===== config.mk =====
export PLATFORM = sky130hd
export DESIGN_NAME = tt_clk_sequencer
export DESIGN_NICKNAME = d
export VERILOG_FILES = /design/src/rtl/tt_seq_pkg.sv /design/src/rtl/tt_clk_div.sv /design/src/rtl/tt_clk_sequencer.sv
export SDC_FILE = /design/constraint.sdc
export NUM_CORES = 1
export LEC_CHECK = 0
export CORE_ASPECT_RATIO = 0.7
export CORE_UTILIZATION = 45
export DETAILED_ROUTE_END_ITERATION = 7
export PLACE_DENSITY = 0.69
export SYNTH_ARGS = -nofsm -noshare
export SYNTH_HDL_FRONTEND = slang
export SYNTH_SLANG_ARGS = --single-unit

===== constraint.sdc =====
create_clock -name CLK -period 2.9 [get_ports CLK]
set_clock_uncertainty 0.2 [all_clocks]
set_input_delay 0.58 -clock CLK [delete_from_list [all_inputs] [get_ports CLK]]
set_output_delay 0.58 -clock CLK [all_outputs]
set_load 0.02 [all_outputs]

===== src/rtl/tt_seq_pkg.sv =====
// Shared types and default sizes for the TinyTapeout clock/reset sequencer.
// Holds the controller state encoding and the parameter defaults used by the top.
package tt_seq_pkg;

  localparam int DEF_DIV_W     = 16;
  localparam int DEF_DELAY_BIT = 15;
  localparam int DEF_CYCLE_W   = 16;

  localparam int STATE_W = 2;

  typedef enum logic [STATE_W-1:0] {
    ST_HOLD = 2'd0,
    ST_IDLE = 2'd1,
    ST_RUN  = 2'd2,
    ST_STEP = 2'd3
  } seq_state_t;

  function automatic logic seq_busy(input seq_state_t s);
    return s != ST_IDLE;
  endfunction

endpackage


===== src/rtl/tt_clk_div.sv =====
// Half-period divider: strobes toggle once every div_value+1 enabled cycles.
// The period is latched on clear and at each toggle so mid-half changes wait their turn.
module tt_clk_div
  import tt_seq_pkg::*;
#(
  parameter int DIV_W = DEF_DIV_W
) (
  input  logic             CLK,
  input  logic             rst,
  input  logic             clear,
  input  logic             enable,
  input  logic [DIV_W-1:0] div_value,
  output logic             toggle
);

  logic [DIV_W-1:0] count;
  logic [DIV_W-1:0] limit;

  assign toggle = enable && (count == limit);

  always_ff @(posedge CLK or posedge rst) begin
    if (rst) begin
      count <= '0;
      limit <= '0;
    end else if (clear || toggle) begin
      count <= '0;
      limit <= div_value;
    end else if (enable) begin
      count <= count + DIV_W'(1);
    end
  end

endmodule


===== src/rtl/tt_clk_sequencer.sv =====
// Run/halt/step controller driving the TinyTapeout DUT clock and reset pins.
// Define TT_SEQ_STEP_EN to build the single-step (STEP) state; otherwise step_req is ignored.
module tt_clk_sequencer
  import tt_seq_pkg::*;
#(
  parameter int DIV_W     = DEF_DIV_W,
  parameter int DELAY_BIT = DEF_DELAY_BIT,
  parameter int CYCLE_W   = DEF_CYCLE_W
) (
  input  logic               CLK,
  input  logic               rst,
  input  logic [DIV_W-1:0]   div_value,
  input  logic               run_req,
  input  logic               step_req,
  input  logic [CYCLE_W-1:0] stop_count,
  output logic               dut_clk,
  output logic               dut_rst,
  output logic               busy,
  output logic               limit_hit,
  output logic [CYCLE_W-1:0] cycle_count
);

  localparam int DLY_W = DELAY_BIT + 1;

  seq_state_t         state;
  seq_state_t         next_state;
  logic [DLY_W-1:0]   delay_cnt;
  logic [DLY_W-1:0]   delay_cnt_nxt;
  logic               dut_clk_nxt;
  logic               dut_rst_nxt;
  logic               busy_nxt;
  logic               limit_hit_nxt;
  logic [CYCLE_W-1:0] cycle_count_nxt;
  logic               run_prev;
  logic               run_rise;
  logic               tog;
  logic               clk_fall;
  logic               at_limit;
  logic               div_clear;
  logic               div_enable;

`ifndef TT_SEQ_STEP_EN
  logic unused_step_req;
  assign unused_step_req = step_req;
`endif

  assign run_rise   = run_req && !run_prev;
  assign clk_fall   = tog && dut_clk;
  assign at_limit   = (stop_count != '0) && (cycle_count == stop_count);
  assign div_enable = (state != ST_IDLE);

  tt_clk_div #(
    .DIV_W(DIV_W)
  ) u_div (
    .CLK      (CLK),
    .rst      (rst),
    .clear    (div_clear),
    .enable   (div_enable),
    .div_value(div_value),
    .toggle   (tog)
  );

  always_ff @(posedge CLK or posedge rst) begin
    if (rst) begin
      state       <= ST_HOLD;
      dut_clk     <= 1'b0;
      dut_rst     <= 1'b1;
      busy        <= 1'b1;
      limit_hit   <= 1'b0;
      cycle_count <= '0;
      delay_cnt   <= '0;
      run_prev    <= 1'b0;
    end else begin
      state       <= next_state;
      dut_clk     <= dut_clk_nxt;
      dut_rst     <= dut_rst_nxt;
      busy        <= busy_nxt;
      limit_hit   <= limit_hit_nxt;
      cycle_count <= cycle_count_nxt;
      delay_cnt   <= delay_cnt_nxt;
      run_prev    <= run_req;
    end
  end

  // RUN and STEP only ever leave on a falling toggle, so the high half is never cut.
  always_comb begin
    next_state = state;
    case (state)
      ST_HOLD: begin
        if (delay_cnt[DELAY_BIT] && !dut_clk) next_state = ST_IDLE;
      end
      ST_IDLE: begin
        if (run_rise) next_state = ST_RUN;
`ifdef TT_SEQ_STEP_EN
        else if (step_req) next_state = ST_STEP;
`endif
      end
      ST_RUN: begin
        if (clk_fall && (!run_req || at_limit)) next_state = ST_IDLE;
      end
`ifdef TT_SEQ_STEP_EN
      ST_STEP: begin
        if (clk_fall) next_state = ST_IDLE;
      end
`endif
      default: next_state = ST_IDLE;
    endcase
  end

  always_comb begin
    dut_clk_nxt   = dut_clk;
    delay_cnt_nxt = delay_cnt;
    limit_hit_nxt = limit_hit;
    div_clear     = 1'b0;
    dut_rst_nxt   = (next_state == ST_HOLD);
    busy_nxt      = seq_busy(next_state);
    case (state)
      ST_HOLD: begin
        if (next_state == ST_IDLE) begin
          dut_clk_nxt = 1'b0;
          div_clear   = 1'b1;
        end else begin
          if (tog) dut_clk_nxt = !dut_clk;
          if (!delay_cnt[DELAY_BIT]) delay_cnt_nxt = delay_cnt + DLY_W'(1);
        end
      end
      ST_IDLE: begin
        dut_clk_nxt = 1'b0;
        if (next_state != ST_IDLE) div_clear = 1'b1;
        if (next_state == ST_RUN) limit_hit_nxt = 1'b0;
      end
      ST_RUN: begin
        if (tog) dut_clk_nxt = !dut_clk;
        if (next_state == ST_IDLE && at_limit) limit_hit_nxt = 1'b1;
      end
`ifdef TT_SEQ_STEP_EN
      ST_STEP: begin
        if (tog) dut_clk_nxt = !dut_clk;
      end
`endif
      default: dut_clk_nxt = 1'b0;
    endcase
    cycle_count_nxt = (dut_clk_nxt && !dut_clk) ? cycle_count + CYCLE_W'(1) : cycle_count;
  end

endmodule


==> results.yml, run 1 <==
outcome:
  outcome: "completed"
sta:
  timing.setup.tns_ps: 0
  hold_viol: 0
  fin_crit_ps: 2627
  worst-slew-pin-transition_ps: 620.2
  fmax_mhz: 380.7
  grt_setup_unrepaired: "no"
  fin_crit_sh_pct: 90.58
  relSlewSlack_pct: 58.41
  maxSlewViolCount: 0
  finalSetupViolations: 0
route:
  vias_per_cell: 5.096
  wl_per_cell_um: 14.57
  finalWirelength_um: 6994
  drc: 0
  dr.pass1.iters: 4
  vias: 2446
  drtIter0Drc: 79
  ant_nets: 0
cts:
  h-tree-depth: 3
  cts_tree: "yes"
  clk_latency_ps: 350
  cts.sink_count: 71
  clk_pin_slew_ps: 70
  clockBufferDepth: 2
  cts-root-buf: "clkbuf_8"
  hold_buffers: 0
  cts_buffers: 9
run:
  cap_violations: 0
power:
  power-per-cell-area_mw_per_mm2: 452.7
  p_leak_nw: 1.875
  ir_worst_vdd_uv: 242.0
synth:
  synth_fp_nets: 350
  async_flop_share_pct: 100.0
  dominantRegCellSynth: "dfrtp_1"
  yosysSeqAreaShare_pct: 50.64
  synthCells: 310
  synth_area_leaders: "dfrtp_1 (49%), xnor2_1 (11%), xor2_1 (7.7%)"
  ys_warn_count: 0
  netlist_area_mm2: 0.003513
  synth_edf_count: 0
  yosysTopAreaCell: "dfrtp_1"
  yosys_register_bits: 71
  synth_top_area_share_pct: 49.15
  synth.distinct_cells: 39
  postSynthAreaPerCell_um2: 11.33
global_route:
  grt_pass1_wl_um: 11890
  grt_max_degree: 72
  grt_pass1_vias: 2478
  grtUsageTotal_pct: 19.18
  overflow: 0
  antenna_found_initial: 0
floorplan:
  die_w_um: 107.6
  die-area_mm2: 0.008170
  io_pins: 56
  row_count: 26
  initial_core_util_pct: 47.37
  die_y_um: 75.93
  core_mm2: 0.007417
placement:
  place_inst: 463
  place.gp.congestion: 0.8956
  dp_hpwl_um: 4984
  port_buffers: 54
worst_setup_path:
  critPathLaunchType: "register"
  cp_data_arrival_time_ps: 2660
  worstPathRequired_ps: 2940
  cp_max_fo: 6
  end_kind: "register"
  crit_type: "register to register"
finish:
  syn_to_final_growth_pct: 25.14
  fin_cells: 480
  nets: 417
  final_cell_mix: "dfrtp_1 (69), clkdlybuf4s50_1 (54), xnor2_1 (45)"
  layout-drive-gt1-share_pct: 10.21
  antenna_cells: 0
  layout_commonest_cell: "dfrtp_1"
worst_hold_path:
  min_path_type: "register to register"
==> final timing paths <==
path,slack (ps),startpoint,to,cells after the start
hold / removal,270,delay_cnt[12],delay_cnt[12],1
max in group asynchronous,1750,rst,dut_rst,3
hold reg to reg,270,delay_cnt[12],delay_cnt[12],1
min in group asynchronous,420,rst,cycle_count[0],3
setup reg to reg,270,u_div.count[8],cycle_count[11],10
setup / recovery,270,u_div.count[8],cycle_count[11],10
==> worst max-delay path, cell delays in order, from the launching register on <==
cell and delay [ps]:
dfrtp_1 410, xor2_1 150, nor4_1 400, nand3_1 190, nor2_1 130, ha_1 140, nand2b_1 100, nor3_4 160
and4_2 350, nand4_1 140, xnor2_1 140
==> registers in the layout, indices dropped and copies added (netlist names) <==
| register | count |
|---|---|
| busy | 1 |
| cycle_count | 16 |
| delay_cnt | 16 |
| dut_clk | 1 |
| dut_rst | 1 |
| limit_hit | 1 |
| run_prev | 1 |
| state | 2 |
| u_div.count | 16 |
| u_div.limit | 16 |
==> per-stage QoR <==
step / hold WS (ps) / utilization, % / area, µm² / worst slack, ps / power (W)
floorplan: 234.8 / - / 3513 / 326.7 / 0.001192
finish: 275.0 / 59.28 / 4397 / 273.2 / 0.001990
global route: 287.3 / 59.28 / 4397 / 67.31 / 0.002099
detailed placement: 256.8 / 56.68 / 4204 / 162.6 / 0.001280
CTS: 270.2 / 59.16 / 4388 / 134.5 / 0.002014
global placement: 252.5 / 56.68 / 4204 / 213.2 / 0.001274
==> cells in the mapped netlist, types with 3 or more instances <==
library cell	number
mux2_1	13
nand2_1	18
xor2_1	31
dfrtp_1	69
and3_1	5
ha_1	4
nand2b_1	5
mux2_2	5
inv_1	10
nor4_1	12
and4_1	5
nor3_1	3
nand4_1	14
nor2_1	28
xnor2_1	45
nand3_1	14
==> where the power goes <==
| group | leakage, nW | switching [W] | internal, W |
|---|---|---|---|
| Combinational | 0.860 | 0.0000825 | 0.0000990 |
| Clock | 0.0873 | 0.000377 | 0.000354 |
| Sequential | 0.928 | 0.0000503 | 0.00103 |
| Total | 1.88 | 0.000510 | 0.00148 |
==> logic make-up (layout without fill, tap and decap cells) <==
kind of cell             after synthesis  count (layout)  synth area share, %
XOR/XNOR                              76              76                18.95
flip-flops                            71              71                50.64
AND/OR/NAND/NOR                      118             118                18.87
multiplexers                          19              19                6.054
adder cells (fa/ha/maj)                4               4                1.425
buffers and inverters                 15              87                2.279
AO/OA/AOI/OAI                          7               7                1.781
==> layout make-up <==
| cell class | instances | area (µm²) |
|---|---|---|
| sequential | 71 | 1779 |
| inverter | 10 | 37.54 |
| clock inverter | 5 | 32.53 |
| tap | 98 | 122.6 |
| clock buffer | 11 | 151.4 |
| fill | 646 | 3020 |
| multi-input combinational | 224 | 1655 |
| timing repair buffer | 61 | 618.1 |
==> repair_timing <==
action,CTS,global route
resized for setup,0,1
endpoints found under the setup margin,0,4
setup buffers,0,1
==> routing by layer <==
| metal | share of wire [%] | track usage, % | vias to the layer above |
|---|---|---|---|
| met2 | 41 | 26.22 | 61 |
| met5 | 0 | 0 | - |
| met4 | 0.43 | 5.342 | 0 |
| li1 | - | - | 1201 |
| met3 | 5.6 | 7.143 | 2 |
| met1 | 53 | 28.19 | 1182 |
Power figures use the tool's default switching activity.
==> inputs of run 2 (changes only) <==
- PLACE_DENSITY: 0.69 -> 0.66
==> run 2 against run 1 <==
Total power is 1.3% higher. Largest cell class unchanged. Sequential share of layout area hardly changed. Critical path depth stayed put. Non-clock buffer count is 1 lower. Die area stayed put. Setup slack worse by 66 ps. Fmax is 2.4% lower. Highest routed layer unchanged. Critical path type unchanged. Clock power is 3.3% higher. Via count is 1.0% lower.
==> results.yml, run 2 (synthesis gave the netlist of run 1 again) <==
outcome:
  outcome: "completed"
sta:
  fin_crit_ps: 2692
  hold_viol: 0
  finalSetupViolations: 0
  fin_crit_sh_pct: 92.84
  relSlewSlack_pct: 61.70
  grt_setup_unrepaired: "no"
  maxSlewViolCount: 0
  fmax_mhz: 371.4
  timing.setup.tns_ps: 0
  worst-slew-pin-transition_ps: 571.0
cts:
  cts_tree: "yes"
  clk_latency_ps: 350
  cts-root-buf: "clkbuf_8"
  clockBufferDepth: 2
  hold_buffers: 0
  clk_pin_slew_ps: 80
  cts_buffers: 9
  cts.sink_count: 71
  h-tree-depth: 3
global_route:
  antenna_found_initial: 0
  grtUsageTotal_pct: 18.52
  grt_pass1_wl_um: 11460
  overflow: 0
  grt_max_degree: 72
  grt_pass1_vias: 2283
floorplan:
  core_mm2: 0.007417
  die_y_um: 75.93
  die_w_um: 107.6
  initial_core_util_pct: 47.37
  row_count: 26
  die-area_mm2: 0.008170
  io_pins: 56
worst_setup_path:
  slowest_stage: "dfrtp_1"
  cp_max_fo: 6
  end_kind: "register"
  worstPathRequired_ps: 2930
  crit_chain: "xor2_1, nor4_1, nand3_1, nor2_1, ha_1, nand2b_1, nor3_4, and4_2, nand3_1, xnor2_1"
  cpMostUsedCell: "nand3_1"
  timing.rr.end: "cycle_count[15]"
  reg2reg_slack_ps: 210
  cp_slowest_stage_delay_ps: 430
  rr_worst_depth: 10
  r2r-start: "u_div.count[0]"
  crit_type: "register to register"
  critPathLaunchType: "register"
  cp_data_arrival_time_ps: 2720
route:
  wl_met1_um: 3781
  drc: 0
  wl_met2_um: 2668
  drtIter0Drc: 125
  wl_per_cell_um: 14.45
  ant_nets: 0
  highest_layer: "met4"
  vias: 2421
  finalWirelength_um: 6922
  dr.pass1.iters: 4
  vias_per_cell: 5.054
  wl_met3_um: 409
placement:
  placed_cell_area_mm2: 0.004204
  place.gp.congestion: 0.8456
  port_buffers: 54
  place_inst: 463
  dp_hpwl_um: 5011
finish:
  layout-drive-gt1-share_pct: 9.449
  antenna_cells: 0
  final_cell_mix: "dfrtp_1 (69), clkdlybuf4s50_1 (54), xnor2_1 (45)"
  final_cell_area_mm2: 0.004402
  nets: 416
  fin_cells: 479
  n_fill_cell: 661
  syn_to_final_growth_pct: 25.28
  layout_commonest_cell: "dfrtp_1"
worst_hold_path:
  hp-start: "delay_cnt[12]"
  min_delay_worst_endpoint: "delay_cnt[12]"
  min_path_type: "register to register"
  whs_path_depth: 1
power:
  power-per-cell-area_mw_per_mm2: 458.1
  ir_worst_vdd_uv: 292.8
  p_leak_nw: 1.881
run:
  cap_violations: 0
## run 2: worst max path at each step
stage / cells after the start / from / slack, ps / to
2_1_floorplan: 1 / rst / 330 / cycle_count[0]
3_3_place_gp: 10 / u_div.count[4] / 150 / cycle_count[11]
3_5_place_dp: 10 / u_div.limit[4] / 100 / cycle_count[11]
4_1_cts: 10 / u_div.count[4] / 80 / cycle_count[15]
5_1_grt: 10 / u_div.count[0] / 30 / cycle_count[15]
6_report: 10 / u_div.count[0] / 210 / cycle_count[15]
## run 2: critical path: cells and delay by family (launching register included)
family / cells / cell delay, ps
xor gates and xnor gates: 2 / 310
adders and majority gates: 1 / 130
DFF: 1 / 430
and+or+nand+nor: 7 / 1480
## run 2: final cells by class
cell class	instances	area [µm²]	share of cell area (%)
sequential	71	1779	40.42
timing repair buffer	60	610.6	13.87
inverter	10	37.54	0.8528
multi-input combinational	224	1662	37.75
clock buffer	16	190.2	4.321
tap	98	122.6	2.786
## run 2: routing by layer
layer  GRT usage [%]  up-vias
met5               0        -
met4           5.753        0
met3           6.627        8
met2           23.65       51
met1           28.58     1161
li1                -     1201
## run 2: per-stage QoR
step	hold slack [ps]	utilization (%)	setup WS (ps)	power, W
final	266.6	59.35	207.6	0.002016
after detailed placement	256.0	56.68	97.63	0.001279
after global routing	300.1	59.35	26.41	0.002113
after global placement	254.6	56.68	146.3	0.001275
after floorplan	234.8	-	326.7	0.001192
after CTS	268.2	59.24	76.03	0.002045
## run 2: power breakdown
| part | total, W | switching (W) | internal, W |
|---|---|---|---|
| Combinational | 0.000183 | 0.0000832 | 0.000100 |
| Sequential | 0.00108 | 0.0000501 | 0.00103 |
| Clock | 0.000755 | 0.000349 | 0.000406 |
## run 2: what timing repair did
action                                 CTS  global route
setup endpoints to repair                0             5
setup buffers                            0             0
endpoints found under the hold margin    0             0
resized for setup                        0             2
==> inputs of run 3 (changes only) <==
- RECOVER_POWER: not set -> 50
==> run 3 against run 2 <==
The flow now finishes with violations (capacitance limit, slew limit). Sequential power barely moved. Total power fell by 0.17%. Via count rose by 0.37%. Die area did not move. Critical path depth did not move. Flip-flop and latch count did not move. Worst hold slack barely moved. Clock power barely moved. Fmax fell by 0.12%. Cell area fell by 0.40%. Count of clock-buffer cells in the layout did not move. Combinational power barely moved. Critical endpoint unchanged. Highest routed layer unchanged.
==> results.yml, run 3 (synthesis gave the netlist of run 1 again) <==
outcome:
  outcome: "complete, but fails checks"
  violations: "capacitance limit, slew limit"
sta:
  timing.setup.tns_ps: 0
  fmax_mhz: 371.0
  finalSetupViolations: 0
  grt_setup_unrepaired: "no"
  relSlewSlack_pct: -14.66
  hold_viol: 0
  maxSlewViolCount: 72
  fin_crit_sh_pct: 92.95
  fin_crit_ps: 2695
  worst-slew-pin-transition_ps: 1720
worst_setup_path:
  crit_chain: "xor2_1, nor4_1, nand3_1, nor2_1, ha_1, nand2b_1, nor3_4, and4_2, nand3_1, xnor2_1"
  end_kind: "register"
  crit_type: "register to register"
  critPathLaunchType: "register"
  cpMostUsedCell: "nand3_1"
  cp_data_arrival_time_ps: 2720
  cp_slowest_stage_delay_ps: 430
  slowest_stage: "dfrtp_1"
  worstPathRequired_ps: 2930
  cp_max_fo: 6
route:
  drc: 0
  ant_nets: 0
  wl_per_cell_um: 14.43
  vias_per_cell: 5.063
  dr.pass1.iters: 4
  vias: 2430
  drtIter0Drc: 97
  finalWirelength_um: 6926
power:
  p_total_w: 0.002013
  p_leak_nw: 1.869
  power-per-cell-area_mw_per_mm2: 459.1
  ir_worst_vdd_uv: 289.3
finish:
  layout_commonest_cell: "dfrtp_1"
  multi_input_area_mm2: 0.001657
  final_cell_mix: "dfrtp_1 (69), clkdlybuf4s50_1 (53), xnor2_1 (45)"
  seqCellArea_mm2: 0.001779
  n_fill_cell: 665
  layout-drive-gt1-share_pct: 8.924
  nets: 416
  syn_to_final_growth_pct: 24.79
global_route:
  use_met1_pct: 28.58
  grt_use_met3_pct: 6.627
  grt_pass1_wl_um: 11460
  grt_max_degree: 72
  grt_pass1_vias: 2283
  overflow: 0
  busiest_layer: "met1"
  use_met2_pct: 23.65
  antenna_found_initial: 1
  grtUsageTotal_pct: 18.52
floorplan:
  io_pins: 56
  initial_core_util_pct: 47.37
  row_count: 26
  die_w_um: 107.6
  die_y_um: 75.93
  die-area_mm2: 0.008170
  core_mm2: 0.007417
cts:
  cts_tree: "yes"
  clockBufferDepth: 2
  hold_buffers: 0
  clk_pin_slew_ps: 80
  h-tree-depth: 3
  cts-root-buf: "clkbuf_8"
  cts_buffers: 9
  clk_latency_ps: 350
  cts.sink_count: 71
run:
  cap_violations: 1
placement:
  place.gp.congestion: 0.8456
  dp_hpwl_um: 5011
  port_buffers: 54
worst_hold_path:
  min_path_type: "register to register"
==> run 3: per-layer routing <==
layer	vias up	wire length, µm	part of all wire (%)
met5	-	0	0
met3	8	416	6.0
li1	1202	-	-
met2	55	2679	39
met4	0	62	0.90
met1	1165	3768	54
==> run 3: critical path: cells and delay by family, from the launching register on <==
family,cells,cell delay [ps]
simple gates,7,1490
fa+ha+maj,1,130
flops,1,430
xor+xnor,2,310
==> run 3: final cells by class <==
cell class / count / area share (%)
clock buffer: 16 / 4.338
inverter: 10 / 0.8562
timing repair buffer: 60 / 13.58
tap: 98 / 2.797
multi-input combinational: 224 / 37.79
sequential: 71 / 40.58
antenna: 1 / 0.05708
==> run 3: final timing paths <==
kind / start / to / slack, ps / cells past startpoint
setup / recovery: u_div.count[0] / cycle_count[15] / 200 / 10
min in group asynchronous: rst / u_div.limit[11] / 940 / 3
hold reg to reg: delay_cnt[12] / delay_cnt[12] / 270 / 1
max in group asynchronous: rst / u_div.limit[3] / 530 / 3
hold / removal: delay_cnt[12] / delay_cnt[12] / 270 / 1
setup reg to reg: u_div.count[0] / cycle_count[15] / 200 / 10
==> run 3: per-stage QoR <==
stage	cell area (µm²)	cells	utilization, %	hold WS, ps	setup WS, ps
floorplan	3513	310	-	234.8	326.7
global placement	4204	463	56.68	254.6	146.3
detailed placement	4204	463	56.68	256.0	97.63
CTS	4394	479	59.24	268.2	76.03
global route	4384	480	59.11	300.1	26.42
finish	4384	480	59.11	266.5	204.5
==> run 3: where the power goes <==
group          switching [W]  total, W  internal, W
logic              0.0000826  0.000180    0.0000972
clock network       0.000349  0.000755     0.000406
registers          0.0000497   0.00108      0.00103
total               0.000481   0.00201      0.00153
==> run 3: what timing repair did <==
item,4_1_cts,5_1_grt
setup endpoints to repair,0,5
gates resized for setup,0,2
setup buffers,0,0
